File: config.mk
export PLATFORM = sky130hd
export DESIGN_NAME = fpu_add_norm_round
export DESIGN_NICKNAME = d
export VERILOG_FILES = /design/src/rtl/fpu_add_norm_round.sv
export SDC_FILE = /design/constraint.sdc
export NUM_CORES = 1
export LEC_CHECK = 0
export CAP_MARGIN = 25
export CORE_ASPECT_RATIO = 0.75
export CORE_MARGIN = 3
export CORE_UTILIZATION = 56
export DETAILED_ROUTE_END_ITERATION = 10
export PLACE_DENSITY = 0.94
export SKIP_LAST_GASP = 1
export SLEW_MARGIN = 10
export SYNTH_ARGS = -nofsm -noshare
export SYNTH_HDL_FRONTEND = slang
export SYNTH_SLANG_ARGS = --single-unit
export TNS_END_PERCENT = 50
File: constraint.sdc
create_clock -name clk -period 9.5 [get_ports clk]
set_input_delay 1.425 -clock clk [delete_from_list [all_inputs] [get_ports clk]]
set_output_delay 1.425 -clock clk [all_outputs]
set_load 0.02 [all_outputs]
File: src/rtl/fpu_add_norm_round.sv
// fpu_add_norm_round: post-addition normalize, round-to-nearest-even and pack stage of fpu_add.
// Two-stage valid/ready pipeline (normalize, then round/pack) with full throughput.
// Optional macro FPU_ADD_NORM_FLAGS_EN adds out_flags = {overflow, underflow, inexact}.
module fpu_add_norm_round #(
  parameter int unsigned MANT_W = 24,
  parameter int unsigned EXP_W  = 8,
  parameter int unsigned SUM_W  = MANT_W + 4
) (
  input  logic                    clk,
  input  logic                    rst_n,
  input  logic                    in_valid,
  output logic                    in_ready,
  input  logic                    in_sign,
  input  logic [EXP_W-1:0]        in_exp,
  input  logic [SUM_W-1:0]        in_sum,
  input  logic                    in_special,
  input  logic [EXP_W+MANT_W-1:0] in_special_res,
  output logic                    out_valid,
  input  logic                    out_ready,
`ifdef FPU_ADD_NORM_FLAGS_EN
  output logic [2:0]              out_flags,
`endif
  output logic [EXP_W+MANT_W-1:0] out_result
);

  localparam int unsigned ResW   = EXP_W + MANT_W;
  localparam int unsigned ExpIW  = EXP_W + 2;
  localparam int unsigned SigW   = SUM_W - 1;
  localparam int unsigned MantRW = MANT_W + 1;
  localparam int unsigned LzW    = $clog2(SUM_W + 1);

  localparam logic signed [ExpIW-1:0] ExpOne = ExpIW'(1);
  localparam logic signed [ExpIW-1:0] ExpInf = ExpIW'((1 << EXP_W) - 1);

  // Handshake
  logic s1_ready;
  logic s2_ready;

  // Stage 1 state
  logic                    s1_valid_q;
  logic                    s1_special_q;
  logic [ResW-1:0]         s1_spec_res_q;
  logic                    s1_sign_q;
  logic                    s1_zero_q;
  logic signed [ExpIW-1:0] s1_exp_q;
  logic [SigW-1:0]         s1_sig_q;

  // Stage 1 next-state
  logic                    s1_valid_d;
  logic                    s1_sign_d;
  logic                    s1_zero_d;
  logic signed [ExpIW-1:0] s1_exp_d;
  logic [SigW-1:0]         s1_sig_d;

  // Stage 2 state / next-state
  logic            s2_valid_q;
  logic            s2_valid_d;
  logic [ResW-1:0] s2_result_q;
  logic [ResW-1:0] s2_result_d;

`ifdef FPU_ADD_NORM_FLAGS_EN
  logic       s1_uf_q;
  logic       s1_uf_d;
  logic [2:0] s2_flags_q;
  logic [2:0] s2_flags_d;
`endif

  // Normalize datapath
  logic [LzW-1:0]          lz;
  logic [LzW-1:0]          lz_m1;
  logic signed [ExpIW-1:0] exp_in;
  logic signed [ExpIW-1:0] norm_exp;
  logic                    sum_zero;
  logic                    flush;

  // Round datapath
  logic [MANT_W-1:0]       mant;
  logic                    g_bit;
  logic                    r_bit;
  logic                    s_bit;
  logic                    round_up;
  logic [MantRW-1:0]       mant_r;
  logic [MANT_W-2:0]       frac;
  logic signed [ExpIW-1:0] exp_f;
  logic                    ovf;

  // A stage loads when it is empty or its contents move on this cycle.
  always_comb begin
    s2_ready   = !s2_valid_q || out_ready;
    s1_ready   = !s1_valid_q || s2_ready;
    in_ready   = s1_ready;
    s1_valid_d = s1_ready ? in_valid : s1_valid_q;
    s2_valid_d = s2_ready ? s1_valid_q : s2_valid_q;
  end

  // Leading-zero count of the raw sum; the highest set bit wins, all-zero gives SUM_W.
  always_comb begin
    lz = LzW'(SUM_W);
    for (int i = 0; i < SUM_W; i++) begin
      if (in_sum[i]) begin
        lz = LzW'(SUM_W - 1 - i);
      end
    end
  end

  // Stage 1: bring the hidden bit to position SUM_W-2 and adjust the exponent.
  always_comb begin
    lz_m1    = lz - LzW'(1);
    exp_in   = $signed({2'b00, in_exp});
    sum_zero = (in_sum == '0);
    if (lz == '0) begin
      // Carry out: the dropped bit folds into sticky.
      s1_sig_d = {in_sum[SUM_W-1:2], in_sum[1] | in_sum[0]};
      norm_exp = exp_in + ExpOne;
    end else begin
      s1_sig_d = SigW'(in_sum << lz_m1);
      norm_exp = exp_in - $signed({{(ExpIW - LzW){1'b0}}, lz_m1});
    end
    // No subnormals: any non-positive exponent flushes to a signed zero.
    flush     = !sum_zero && (norm_exp[ExpIW-1] || (norm_exp == '0));
    s1_exp_d  = norm_exp;
    s1_zero_d = sum_zero || flush;
    // Exact cancellation yields +0 under round-to-nearest-even.
    s1_sign_d = sum_zero ? 1'b0 : in_sign;
`ifdef FPU_ADD_NORM_FLAGS_EN
    s1_uf_d   = flush;
`endif
  end

  // Stage 2: round to nearest even, renormalize on significand overflow, pack.
  always_comb begin
    mant     = s1_sig_q[SigW-1:3];
    g_bit    = s1_sig_q[2];
    r_bit    = s1_sig_q[1];
    s_bit    = s1_sig_q[0];
    round_up = g_bit && (r_bit || s_bit || mant[0]);
    mant_r   = {1'b0, mant} + MantRW'(round_up);
    if (mant_r[MANT_W]) begin
      frac  = mant_r[MANT_W-1:1];
      exp_f = s1_exp_q + ExpOne;
    end else begin
      frac  = mant_r[MANT_W-2:0];
      exp_f = s1_exp_q;
    end
    ovf = (exp_f >= ExpInf);

    s2_result_d = {s1_sign_q, exp_f[EXP_W-1:0], frac};
`ifdef FPU_ADD_NORM_FLAGS_EN
    s2_flags_d  = {1'b0, 1'b0, g_bit | r_bit | s_bit};
`endif
    if (s1_special_q) begin
      s2_result_d = s1_spec_res_q;
`ifdef FPU_ADD_NORM_FLAGS_EN
      s2_flags_d  = 3'b000;
`endif
    end else if (s1_zero_q) begin
      s2_result_d = {s1_sign_q, {(ResW - 1){1'b0}}};
`ifdef FPU_ADD_NORM_FLAGS_EN
      s2_flags_d  = {1'b0, s1_uf_q, s1_uf_q};
`endif
    end else if (ovf) begin
      s2_result_d = {s1_sign_q, {EXP_W{1'b1}}, {(MANT_W - 1){1'b0}}};
`ifdef FPU_ADD_NORM_FLAGS_EN
      s2_flags_d  = 3'b101;
`endif
    end
  end

  // Stage 1 register: data captured only on an accepted input.
  always_ff @(posedge clk or negedge rst_n) begin
    if (!rst_n) begin
      s1_valid_q    <= 1'b0;
      s1_special_q  <= 1'b0;
      s1_spec_res_q <= '0;
      s1_sign_q     <= 1'b0;
      s1_zero_q     <= 1'b0;
      s1_exp_q      <= '0;
      s1_sig_q      <= '0;
`ifdef FPU_ADD_NORM_FLAGS_EN
      s1_uf_q       <= 1'b0;
`endif
    end else begin
      s1_valid_q <= s1_valid_d;
      if (s1_ready && in_valid) begin
        s1_special_q  <= in_special;
        s1_spec_res_q <= in_special_res;
        s1_sign_q     <= s1_sign_d;
        s1_zero_q     <= s1_zero_d;
        s1_exp_q      <= s1_exp_d;
        s1_sig_q      <= s1_sig_d;
`ifdef FPU_ADD_NORM_FLAGS_EN
        s1_uf_q       <= s1_uf_d;
`endif
      end
    end
  end

  // Stage 2 register: result held while the downstream stalls.
  always_ff @(posedge clk or negedge rst_n) begin
    if (!rst_n) begin
      s2_valid_q  <= 1'b0;
      s2_result_q <= '0;
`ifdef FPU_ADD_NORM_FLAGS_EN
      s2_flags_q  <= 3'b000;
`endif
    end else begin
      s2_valid_q <= s2_valid_d;
      if (s2_ready && s1_valid_q) begin
        s2_result_q <= s2_result_d;
`ifdef FPU_ADD_NORM_FLAGS_EN
        s2_flags_q  <= s2_flags_d;
`endif
      end
    end
  end

  assign out_valid  = s2_valid_q;
  assign out_result = s2_result_q;
`ifdef FPU_ADD_NORM_FLAGS_EN
  assign out_flags  = s2_flags_q;
`endif

endmodule

**Word level (Yosys, flattened, before mapping)**

Index checks and enable logic that the tools add are counted.

- Memories kept: 0
- Bits of input ports: 74
- Memory bits (read-only): 0
- Bits in latches: 0
- Output and inout port bits: 34
- Register bits: 106
- Word-level logic and storage cells: 69
- RAM bits: 0

- Divide/modulo/power cells: 0
- Bitwise logic cells: 1
- Multipliers: 0
- Equality and inequality tests: 0
- Multiplexer cells: 36
- Reduce and logical (&&, ||, !) cells: 16
- Magnitude comparators: 1
- Shift operators: 1
- $add $sub $neg: 5

Operators with widths:

| cell | number |
|---|---|
| $mux W5 | 26 |
| $mux W31 | 2 |
| $mux W32 | 1 |
| $logic_not A28 Y1 | 1 |
| $shl A28 B5 Y27 | 1 |
| $mux W27 | 1 |
| $add A24 B1 Y25 | 1 |
| $mux W23 | 1 |
| $mux W10 | 2 |
| $add A10 B2 Y10 const B | 1 |
| $ge A10 B9 Y1 const B | 1 |
| $logic_not A10 Y1 | 1 |
| $add A8 B1 Y9 const B | 1 |
| $sub A8 B5 Y9 | 1 |
| $logic_or A1 B1 Y1 | 6 |
| $mux W3 | 2 |
| $logic_not A5 Y1 | 1 |
| $sub A5 B1 Y5 const B | 1 |
| $logic_and A1 B1 Y1 | 4 |
| $logic_not A1 Y1 | 3 |
| $mux W1 | 1 |
| $or A1 B1 Y1 | 1 |

**Logic depth before layout (Yosys ltp)**

- Depth after elaboration: 35
- Gate-level depth with buffers: 23
- Gate-level depth less buffers: 17

**Least setup slack after synthesis**

No wires, ideal clock.

- Kind: input-to-reg
- Start: input port in_sum[13]
- End: register s1_zero_q
- Setup time: 0.064 ns
- Setup slack: 3.656 ns
- Cell stages on the path: 22
- Path buffers: 6
- Data required time: 9.436 ns
- Arrival: 5.780 ns
- Cell sequence: buf_2 -> or3_1 -> a221oi_1 -> o21ai_1 -> a31oi_4 -> inv_4 -> buf_6 -> buf_2 -> ha_1 -> clkbuf_1 -> xnor2_4 -> inv_2 -> buf_2 -> clkbuf_1 -> ha_1 -> a21o_1 -> a21oi_1 -> inv_1 -> a221o_1 -> xnor2_1 -> nor4bb_1 -> a31o_2

- Word-level cells in the longest chain between the ends: 22
- Elaborated cells between the ends (all ways): 25
- Those cells by class: add/sub: 2; mux: 16; reduce/logical: 7

RTL lines:

| item | RTL line | text |
|---|---|---|
| start, declared | 15 | `input logic [SUM_W-1:0] in_sum,` |
| $mux W5 (15 in a row) | 100 | `if (in_sum[i]) begin` |
| $sub A5 B1 Y5 | 108 | `lz_m1 = lz - LzW'(1);` |
| $sub A8 B5 Y9 | 117 | `norm_exp = exp_in - $signed({{(ExpIW - LzW){1'b0}}, lz_m1});` |
| $mux W10 | 111 | `if (lz == '0) begin` |
| $logic_not A10 Y1 | 120 | `flush = !sum_zero && (norm_exp[ExpIW-1] \|\| (norm_exp == '0));` |
| $logic_or A1 B1 Y1 | 120 |  |
| $logic_and A1 B1 Y1 | 120 |  |
| $logic_or A1 B1 Y1 * | 122 | `s1_zero_d = sum_zero \|\| flush;` |
| end signal, assigned | 188 | `s1_zero_q <= s1_zero_d;` |
| end, declared | 44 | `logic s1_zero_q;` |

Every way passes the cells marked *; elsewhere a longest branch is shown, timed or not.
A chain may end at the register's enable or synchronous reset.

**Worst setup path after layout**

- Start: input port in_sum[25]
- End: register s1_zero_q

- Word-level cells in the longest chain between the ends: 10
- Elaborated cells between the ends (all ways): 13
- Those cells by class: add/sub: 2; mux: 4; reduce/logical: 7

RTL lines:

| item | RTL line |
|---|---|
| $mux W5 (3 in a row) | 100 |
| $sub A5 B1 Y5 | 108 |
| $sub A8 B5 Y9 | 117 |
| $mux W10 | 111 |
| $logic_not A10 Y1 | 120 |
| $logic_or A1 B1 Y1 | 120 |
| $logic_and A1 B1 Y1 | 120 |
| $logic_or A1 B1 Y1 * | 122 |

Marks and branches as above.

==> metrics.txt <==
CP endpoint=s1_zero_q; Clock Skew=9.26 ps; vias after detailed routing=7,273; final core utilization=69.9%; Post CTS Setup Buffer Count=0; PwrDens=181 nW/µm²; CTS Buffer Depth=2; final setup fails=0; maximum vdd drop=0.127 mV; Psw=0.000582 W; clk_lat worst skew=350 ps; Antenna Nets Post-Route=0; core region area=12,700 µm²; netlist area before placement=7470 µm²; #FFs+latches synth=106; Area after DPL=8540 µm²; drt drc=0; WL/cell=20.1 µm; Seq/Total Area, Yosys=35.5%; Worst-Margin Slew=917 ps; status=completed; syn_area_per_cell=8.35 µm²; gr usage total=30.3%; Fin. Hold Viols=0; Post-synth EDFFs=0; first drt pass iteration count=5; Final Max Slew Viols=0; initial antenna violation count=0; Inserted Clock Buffers=9; worst hold-check path type=flip-flop to flip-flop; WP data arrival=6690 ps; RSZ-0062 raised after global routing=false; Crit path depth=18; Area Overhead vs Synth=18.5%; share of cells above drive strength 1=7.28%; post_cts resized=0; Slew HR=38.9%; H-tree Lvls=3; via density per instance=6.45; reg-to-reg critical path endpoint=out_result[3]; compound-gate portion of the synthesized area=17.7%; initial detailed-routing violation count=848; Synth Warn #=0; r2r worst-path depth=10; R2R Path Start=s1_sig_q[3]; Root Buffer=clkbuf_16; number of global-route vias before repair=6,765; Core Rows=35; simple-gate share of the synthesized area=24.4%; Initial Util=59.0%; Worst R2R Setup Slack=5650 ps; max cap viols=0; Reg clk slew, reported paths=70 ps; die area=14,800 µm²; die width=139 µm; CP required=9790 ps; crit share post-route=67.4%; Netlist cell types=72; mux cell area share after synthesis=11.2%; largest net degree at the start of global routing=84; largest family of logic cells by synthesized area=simple AND/OR/NAND/NOR gates; FILL cells=1,025; Tmin final=6400 ps; Gate power share=37.7%; Syn Nets=977; Hold WS=480 ps; CTS tree=built; slowest CP cell=clkdlybuf4s50_1; CP Capture Type=flip-flop; CP max FO=32; Die H=106 µm; Sink Count=106; first-pass GRT wire length=36.2 mm; XOR/XNOR Fraction of Synth Area=4.71%; final net count=1,041; HPWL after DPL=16.6 mm; Max stage delay on crit path=630 ps; Worst Setup SP=in_sum[25]; adder-cell share of the synthesized area=1.61%; critical path's top delay family=buffers and inverters; Final WS setup=3100 ps; crit path launch type=input pin; pre-CTS setup slack=2840 ps; CP Class=input pin to flip-flop; Hold-fix buffers, CTS=0; I/O pins=108; Max Freq=156 MHz; Routability Congestion=1.02; Buffers & Inverters on Critical Path=5; Static Leakage=3.75 nW; Synth Flop Type=dfrtp_1; final instance area=8850 µm²; Sw Share=36.3%; aggregate routed wire length=22.7 mm; critical-path cell list=clkdlybuf4s50_1 > nor2b_1 > a311oi_2 > a21oi_1 > a31oi_4 > inv_4 > ha_1 > xnor2_4 > buf_4 > inv_2 > ha_1 > a21o_1 > a21oi_1 > inv_1 > a221o_1 > xnor2_1 > nor4bb_1 > a31o_2; setup TNS=0 ps; sequential share of power=39.1%; hold depth=2; Cells after Synth=894; ys async rst share=100%; I/O Buffers=107; clock share of power=23.2%; global route total overflow=0; # diodes=0; Pint=0.00102 W
[kinds of logic (layout without fill, tap and decap cells)]
family                     Yosys count  in the layout
AOI/OAI and AO/OA                  187            187
DFF                                106            106
adders and majority gates            9              9
xor gates and xnor gates            38             38
and+or+nand+nor                    409            409
buffers and inverters               84            151
muxes                               61             61
[worst register-to-register path, delay by kind of cell (launching register included)]
family          cells  cell delay, ps
compound gates      3             540
fa+ha+maj           1             250
flops               1             390
simple gates        6            2520
[power by group through the flow]
stage          registers, W  clock network, W  logic (W)
2_1_floorplan      0.000652                 0   0.000335
3_3_place_gp       0.000626                 0   0.000581
3_5_place_dp       0.000630                 0   0.000591
4_1_cts            0.000624          0.000376   0.000595
5_1_grt            0.000637          0.000393   0.000650
6_report           0.000627          0.000372   0.000605
[area by class of cell]
class                      instances  area [µm²]  share of cell area (%)
clock buffer                      11         253                    2.86
clock inverter                     3        40.0                   0.452
inverter                          20        77.6                   0.876
multi-input combinational        704        4470                    50.4
sequential                       106        2650                    30.0
tap                              166         208                    2.35
timing repair buffer             117        1160                    13.1
[worst min path at each step]
stage / from / to / slack [ps]
2_1_floorplan: s1_spec_res_q[31] / s1_spec_res_q[31] / 450
3_3_place_gp: s1_spec_res_q[19] / s1_spec_res_q[19] / 460
3_5_place_dp: s1_spec_res_q[15] / s1_spec_res_q[15] / 460
4_1_cts: s1_spec_res_q[5] / s1_spec_res_q[5] / 480
5_1_grt: s1_spec_res_q[15] / s1_spec_res_q[15] / 510
6_report: s1_spec_res_q[5] / s1_spec_res_q[5] / 480
[state kept, by name, summed over array words and instances, names as in the netlist]
signal,count
s1_valid_q,1
out_result,32
s1_special_q,1
s1_zero_q,1
out_valid,1
s1_sig_q,27
s1_spec_res_q,32
s1_sign_q,1
s1_exp_q,10
[placed cells by master, fill, tap and decap left out, types with 6 or more instances in the layout]
cell type        count
a21oi_1             39
a221oi_1            15
a31oi_1              9
and3_1              13
buf_4               10
clkbuf_16            9
clkdlybuf4s50_1    106
dfrtp_1            106
ha_1                 8
inv_1               15
mux2_2               9
mux2i_1             35
mux4_2              17
nand2_1            219
nand2b_1             9
nand3_1             29
nand4_1              9
nor2_1              69
nor2b_1              6
nor3_1              15
nor4_1               9
o211ai_1            10
o21ai_0             31
o21ai_1              6
o221ai_1            25
o31ai_1              6
or3_1                6
xnor2_1             21
xor2_1              16
[synth_stat cells, drive strengths merged, types with 3 or more instances]
cell    instances  area share, %
dfrtp         106             36
or4             4           0.45
o21ai          37            2.5
nand2         221             11
o31ai           6           0.60
nor2           69            3.5
a221oi         15            1.8
a31oi          11            1.2
o21bai          3           0.30
and4            4           0.47
nand2b          9           0.75
clkbuf         47            2.4
o211ai         10            1.0
a31o            4           0.59
and3           13            1.1
o221ai         25            2.9
a21oi          39            2.6
mux2            9            1.4
or3             6           0.50
xnor2          22            2.8
nor4           11            1.1
nand3b          3           0.30
and2            6           0.50
mux2i          35            4.7
ha              8            1.3
nand4           9           0.75
o22ai           3           0.25
a21o            4           0.40
a22oi           5           0.57
buf            17            1.5
inv            19           0.99
nor3           15            1.0
mux4           17            5.1
nand3          29            1.9
a211o           3           0.35
nor2b           6           0.50
xor2           16            1.9
[through the flow]
| step | power (W) | cells |
|---|---|---|
| 2_1_floorplan | 0.000987 | 894 |
| 3_3_place_gp | 0.00121 | 1112 |
| 3_5_place_dp | 0.00122 | 1112 |
| 4_1_cts | 0.00160 | 1126 |
| 5_1_grt | 0.00168 | 1127 |
| 6_report | 0.00160 | 1127 |
[per-layer routing]
layer,GRT usage (%),wire length [µm]
met3,7.19,2240
met2,47.4,10300
met4,4.54,220
met5,0,0
met1,43.9,9870
No activity file was read; power rests on OpenSTA's default activity.
